## src/rtl/cpu_memaccess_pkg.sv

```systemverilog
// Shared definitions for the data-memory access stage: funct3 codes, FSM
// states and access-size decode used by both the store and load paths.
package cpu_memaccess_pkg;

    localparam int XLEN = 32;

    // funct3 encodings; writeback decodes the same values for extension
    localparam logic [2:0] F3_LB  = 3'b000;
    localparam logic [2:0] F3_LH  = 3'b001;
    localparam logic [2:0] F3_LW  = 3'b010;
    localparam logic [2:0] F3_LBU = 3'b100;
    localparam logic [2:0] F3_LHU = 3'b101;
    localparam logic [2:0] F3_SB  = 3'b000;
    localparam logic [2:0] F3_SH  = 3'b001;
    localparam logic [2:0] F3_SW  = 3'b010;

    typedef enum logic [1:0] {
        IDLE = 2'd0,
        REQ  = 2'd1,
        DONE = 2'd2
    } mem_state_t;

    typedef enum logic [1:0] {
        SZ_BYTE = 2'd0,
        SZ_HALF = 2'd1,
        SZ_WORD = 2'd2
    } access_size_t;

    // Any funct3 not naming a byte or halfword access is handled as a word.
    function automatic access_size_t access_size(input logic [2:0] f3);
        case (f3)
            F3_LB, F3_LBU: return SZ_BYTE;
            F3_LH, F3_LHU: return SZ_HALF;
            default:       return SZ_WORD;
        endcase
    endfunction

endpackage

```

## src/rtl/cpu_store_align.sv

```systemverilog
// Combinational lane alignment: replicates store data across byte lanes and
// derives byte enables and the misalignment flag from size and addr[1:0].
module cpu_store_align
    import cpu_memaccess_pkg::*;
(
    input  logic [2:0]      funct3,
    input  logic [1:0]      addr_lo,
    input  logic [XLEN-1:0] store_data,
    output logic [XLEN-1:0] wdata,
    output logic [3:0]      be,
    output logic            misaligned
);

    always_comb begin
        wdata      = '0;
        be         = '0;
        misaligned = 1'b0;
        case (access_size(funct3))
            SZ_BYTE: begin
                wdata = {4{store_data[7:0]}};
                be    = 4'b0001 << addr_lo;
            end
            SZ_HALF: begin
                wdata      = {2{store_data[15:0]}};
                be         = addr_lo[1] ? 4'b1100 : 4'b0011;
                misaligned = addr_lo[0];
            end
            default: begin
                wdata      = store_data;
                be         = '1;
                misaligned = |addr_lo;
            end
        endcase
    end

endmodule

```

## src/rtl/cpu_memaccess.sv

```systemverilog
// Data-memory access stage: issues aligned loads/stores on the data bus,
// stalls the pipeline while a request is outstanding, and times out stuck requests.
module cpu_memaccess
    import cpu_memaccess_pkg::*;
#(
    parameter int unsigned TIMEOUT_CYCLES = 16
)
(
    input  logic            clk,
    input  logic            rst,
    input  logic            mem_valid,
    input  logic            mem_we,
    input  logic [2:0]      funct3,
    input  logic [XLEN-1:0] addr,
    input  logic [XLEN-1:0] store_data,
    output logic            stall,
    output logic [XLEN-1:0] load_data,
    output logic            load_valid,
    output logic            misaligned,
    output logic            bus_error,
    output logic            dbus_req,
    output logic            dbus_we,
    output logic [XLEN-1:0] dbus_addr,
    output logic [XLEN-1:0] dbus_wdata,
    output logic [3:0]      dbus_be,
    input  logic            dbus_ack,
    input  logic [XLEN-1:0] dbus_rdata
);

    localparam int unsigned CNT_W = (TIMEOUT_CYCLES > 1) ? $clog2(TIMEOUT_CYCLES) : 1;
    // Counter holds the number of REQ cycles already spent, so the last one is TIMEOUT_CYCLES-1.
    localparam logic [CNT_W-1:0] CNT_LAST =
        CNT_W'((TIMEOUT_CYCLES == 0) ? 0 : TIMEOUT_CYCLES - 1);

    mem_state_t       state;
    mem_state_t       state_nxt;
    logic [CNT_W-1:0] cnt;
    logic [1:0]       addr_lo_q;

    logic [XLEN-1:0]  align_wdata;
    logic [3:0]       align_be;
    logic             align_mis;

    logic             accept;
    logic             ack_hit;
    logic             tmo_hit;

    cpu_store_align u_align (
        .funct3     (funct3),
        .addr_lo    (addr[1:0]),
        .store_data (store_data),
        .wdata      (align_wdata),
        .be         (align_be),
        .misaligned (align_mis)
    );

    always_ff @(posedge clk or posedge rst) begin
        if (rst) begin
            state <= IDLE;
            cnt   <= '0;
        end else begin
            state <= state_nxt;
            if (state == REQ && state_nxt == REQ)
                cnt <= cnt + CNT_W'(1);
            else
                cnt <= '0;
        end
    end

    always_comb begin
        state_nxt = state;
        accept    = 1'b0;
        ack_hit   = 1'b0;
        tmo_hit   = 1'b0;
        stall     = 1'b0;
        case (state)
            IDLE: begin
                if (mem_valid && !align_mis) begin
                    accept    = 1'b1;
                    stall     = 1'b1;
                    state_nxt = REQ;
                end
            end
            REQ: begin
                stall = 1'b1;
                if (dbus_ack) begin
                    ack_hit   = 1'b1;
                    state_nxt = DONE;
                end else if (TIMEOUT_CYCLES != 0 && cnt == CNT_LAST) begin
                    tmo_hit   = 1'b1;
                    state_nxt = DONE;
                end
            end
            DONE:    state_nxt = IDLE;
            default: state_nxt = IDLE;
        endcase
        // Reset releases the pipeline immediately, even with mem_valid still presented.
        if (rst)
            stall = 1'b0;
    end

    always_ff @(posedge clk or posedge rst) begin
        if (rst) begin
            dbus_req   <= 1'b0;
            dbus_we    <= 1'b0;
            dbus_addr  <= '0;
            dbus_wdata <= '0;
            dbus_be    <= '0;
            addr_lo_q  <= '0;
            load_data  <= '0;
            load_valid <= 1'b0;
            misaligned <= 1'b0;
            bus_error  <= 1'b0;
        end else begin
            misaligned <= (state == IDLE) && mem_valid && align_mis;
            load_valid <= ack_hit && !dbus_we;
            bus_error  <= tmo_hit;

            if (accept) begin
                dbus_req   <= 1'b1;
                dbus_we    <= mem_we;
                dbus_addr  <= {addr[XLEN-1:2], 2'b00};
                dbus_wdata <= mem_we ? align_wdata : '0;
                dbus_be    <= align_be;
                addr_lo_q  <= addr[1:0];
            end

            if (ack_hit || tmo_hit)
                dbus_req <= 1'b0;

            // dbus_addr has its low bits cleared, so the lane offset is kept separately.
            if (ack_hit && !dbus_we)
                load_data <= dbus_rdata >> {addr_lo_q, 3'b000};
            else if (tmo_hit)
                load_data <= '0;
        end
    end

endmodule

```

## config.mk

```make
export PLATFORM = sky130hd
export DESIGN_NAME = cpu_memaccess
export DESIGN_NICKNAME = d
export VERILOG_FILES = /design/src/rtl/cpu_memaccess_pkg.sv /design/src/rtl/cpu_store_align.sv /design/src/rtl/cpu_memaccess.sv
export SDC_FILE = /design/constraint.sdc
export NUM_CORES = 1
export LEC_CHECK = 0
export BUFFER_PORTS_ARGS = -buffer_cell sky130_fd_sc_hd__buf_2
export CAP_MARGIN = 20
export CORE_UTILIZATION = 49
export DETAILED_ROUTE_END_ITERATION = 6
export GPL_TIMING_DRIVEN = 0
export PLACE_DENSITY = 0.8
export SLEW_MARGIN = 30
export SYNTH_ARGS = -nofsm -noshare
export SYNTH_HDL_FRONTEND = slang
export SYNTH_SLANG_ARGS = --single-unit
```

## constraint.sdc

```tcl
create_clock -name clk -period 9.5 [get_ports clk]
set_input_delay 1.9 -clock clk [delete_from_list [all_inputs] [get_ports clk]]
set_output_delay 1.9 -clock clk [all_outputs]
set_load 0.01 [all_outputs]
```

==> flow_summary.json <==
{
  "die_width_um": 106,
  "cp_data_arrival_time_ns": 3.22,
  "fmax_mhz": 195,
  "dpl.hpwl_um": 10700,
  "post_cts_resize_count": 0,
  "cts_made_buffers": 9,
  "start_kind": "primary input",
  "r2r-start": "state[0]",
  "cts_setup_buffers": 0,
  "netlist_instances": 465,
  "syn2layout_area_growth_pct": 26.3,
  "io_buffers": 204,
  "gp_congestion": 0.938,
  "fill_cells": 840,
  "max_slew_margin_pct": 62.4,
  "yosys_warnings": 0,
  "drive_gt1_share_pct": 37.6,
  "worst_pin_slew_ns": 0.562,
  "first_pass_iters": 4,
  "cts_tree": "yes",
  "start_util_pct": 51.0,
  "r2r_cells": 5,
  "post-route-drc-count": 0,
  "postCtsHoldBufs": 0,
  "holdPathStages": 1,
  "wirelength_um": 14000,
  "peakVddDrop_uv": 131,
  "grt_max_degree": 57,
  "vias": 4463,
  "gr-total-overflow": 0,
  "end_kind": "primary output",
  "grtUsageTotal_pct": 25.0,
  "syn_area_mm2": 0.00534,
  "hold_violations": 0,
  "status": "complete, no violations",
  "insertion_delay_ns": 0.37,
  "yosys_register_bits": 111,
  "syn_avg_cell_area_um2": 11.5,
  "pin_count": 210,
  "maxCapViolCount": 0,
  "skew_ns": 0.0125,
  "core-area_mm2": 0.0105,
  "critPathRequiredTime_ns": 7.60,
  "hp-class": "reg -> reg",
  "clockBufferDepth": 2,
  "clk_pin_slew_ns": 0.09,
  "cts-htree-levels": 3,
  "path_max_fanout": 10,
  "synth_top_area_share_pct": 52.1,
  "grt_pass1_vias": 4347,
  "dieArea_mm2": 0.0113,
  "finalCriticalPeriod_ns": 5.12,
  "ff2ff_setup_slack_ns": 7.73,
  "die_y_um": 106,
  "power.density_mw_per_mm2": 235,
  "rr_endpoint": "dbus_addr[2]",
  "holdCritStartpoint": "cnt[0]",
  "cts_root_buf": "clkbuf_8",
  "crit_chain": "buf_2, nor3b_2, o21ai_2, buf_6, buf_6, a211oi_1, buf_2",
  "row_count": 37,
  "via_per_inst": 5.43,
  "diodes": 0,
  "yosys.area.top_type": "dfrtp_1",
  "setup_viol": 0,
  "cpPeakStageDelay_ns": 0.32,
  "wl_per_cell_um": 17.0,
  "rsz0062_at_grt": "false",
  "ys_seq_area_share_pct": 52.1,
  "synthTopCellsByArea": "dfrtp_1 (52%), mux2_1 (12%), mux2i_1 (9.2%)",
  "worstSetupPathType": "in -> out",
  "ys_types": 41,
  "antenna_found_initial": 0,
  "grt_pass1_wl_um": 21900,
  "finalCritPeriodShare_pct": 53.9,
  "timing.final.max_slew_violations": 0,
  "min_to": "cnt[0]",
  "final_net_count": 787,
  "total_power_w": 0.00159,
  "cpMaxStageDelayCell": "nor3b_2",
  "drt_iter0_drc": 224,
  "final.setup.tns_ns": 0,
  "ant_nets": 0,
  "p_leak_nw": 3.55,
  "clock-sinks": 111,
  "cp-startpoint": "mem_valid"
}
synth_stat cells, drive strengths merged:
library cell	number
a211o	1
a211oi	1
a21o	1
a21oi	9
a221o	2
a22o	1
a2bb2oi	9
a31oi	1
a32o	1
buf	30
clkbuf	9
conb	1
dfrtp	111
ha	1
inv	22
mux2	65
mux2i	49
nand2	51
nand2b	10
nand3	2
nand4bb	1
nor2	18
nor2b	1
nor3	2
nor3b	1
o211ai	8
o21a	2
o21ai	9
o22ai	24
o32ai	8
o41ai	1
or3b	10
xnor2	1
xor2	2
sequential cells by signal (all words and copies together), names as in the netlist:
signal      count
dbus_be         4
dbus_req        1
bus_error       1
dbus_wdata     32
addr_lo_q       2
cnt             4
state           2
dbus_addr      30
load_data      32
dbus_we         1
misaligned      1
load_valid      1
worst max path at each step:
stage | to | slack, ns | cells after the start
6_report | stall | 4.38 | 7
5_1_grt | stall | 4.30 | 7
4_1_cts | stall | 4.38 | 7
3_5_place_dp | stall | 4.38 | 7
3_3_place_gp | dbus_addr[7] | 3.55 | 2
2_1_floorplan | stall | 4.59 | 6
power breakdown:
| part | internal, W | switching, W |
|---|---|---|
| combinational | 0.000278 | 0.000326 |
| clock | 0.000119 | 0.000155 |
| sequential | 0.000625 | 0.0000837 |
cells by family after synthesis:
group / Yosys count / share of synthesized area, %
other: 1 / 0.0703
XOR/XNOR: 3 / 0.493
adder cells (fa/ha/maj): 1 / 0.234
AND/OR/NAND/NOR: 96 / 8.65
multiplexers: 114 / 22.9
buffers and inverters: 61 / 5.35
flip-flops: 111 / 52.1
AO/OA/AOI/OAI: 78 / 10.2
cells in the final DEF (no fill, tap or decap), types with 4 or more instances in the layout:
| cell | count |
|---|---|
| a21oi_1 | 9 |
| a2bb2oi_1 | 9 |
| buf_1 | 5 |
| buf_2 | 222 |
| buf_4 | 5 |
| clkbuf_1 | 10 |
| clkbuf_8 | 9 |
| clkinv_2 | 4 |
| dfrtp_1 | 111 |
| inv_1 | 20 |
| mux2_1 | 56 |
| mux2_2 | 9 |
| mux2i_1 | 49 |
| nand2_1 | 51 |
| nand2b_1 | 10 |
| nor2_1 | 17 |
| o211ai_1 | 8 |
| o21ai_0 | 8 |
| o22ai_1 | 24 |
| o32ai_1 | 8 |
| or3b_1 | 10 |
metrics by stage:
step / setup WS (ns) / utilization (%) / cell area [um2] / hold slack, ns / std cells
6_report: 4.38 / 64.4 / 6740 / 0.475 / 822
5_1_grt: 4.30 / 64.4 / 6740 / 0.503 / 822
4_1_cts: 4.38 / 64.4 / 6740 / 0.473 / 822
3_5_place_dp: 4.38 / 62.7 / 6560 / 0.460 / 807
3_3_place_gp: 3.55 / 62.4 / 6530 / 0.447 / 806
2_1_floorplan: 4.59 / - / 5340 / 0.433 / 466
final cells by class:
type                    instances  area (um2)  area share (%)
multi-input cells             294        2280            33.8
clock inverters                 5        50.0           0.743
repair buffers                205        1050            15.6
flip-flops and latches        111        2780            41.2
well taps                     136         170            2.52
plain buffers                  39         203            3.01
clock buffers                  10         128            1.89
inverters                      22        87.6            1.30
critical path, delay by kind of cell:
family / cells / cell delay (ns)
and+or+nand+nor: 1 / 0.32
AOI/OAI and AO/OA: 2 / 0.38
buffers and inverters: 4 / 0.60
metal layers:
metal	share of wire, %	GRT usage (%)	vias to the layer above
met5	0	0	-
met4	2.7	10.6	0
met3	6.4	3.99	32
li1	-	-	2063
met1	43	33.7	2173
met2	48	40.0	195
Power figures use the tool's default switching activity.
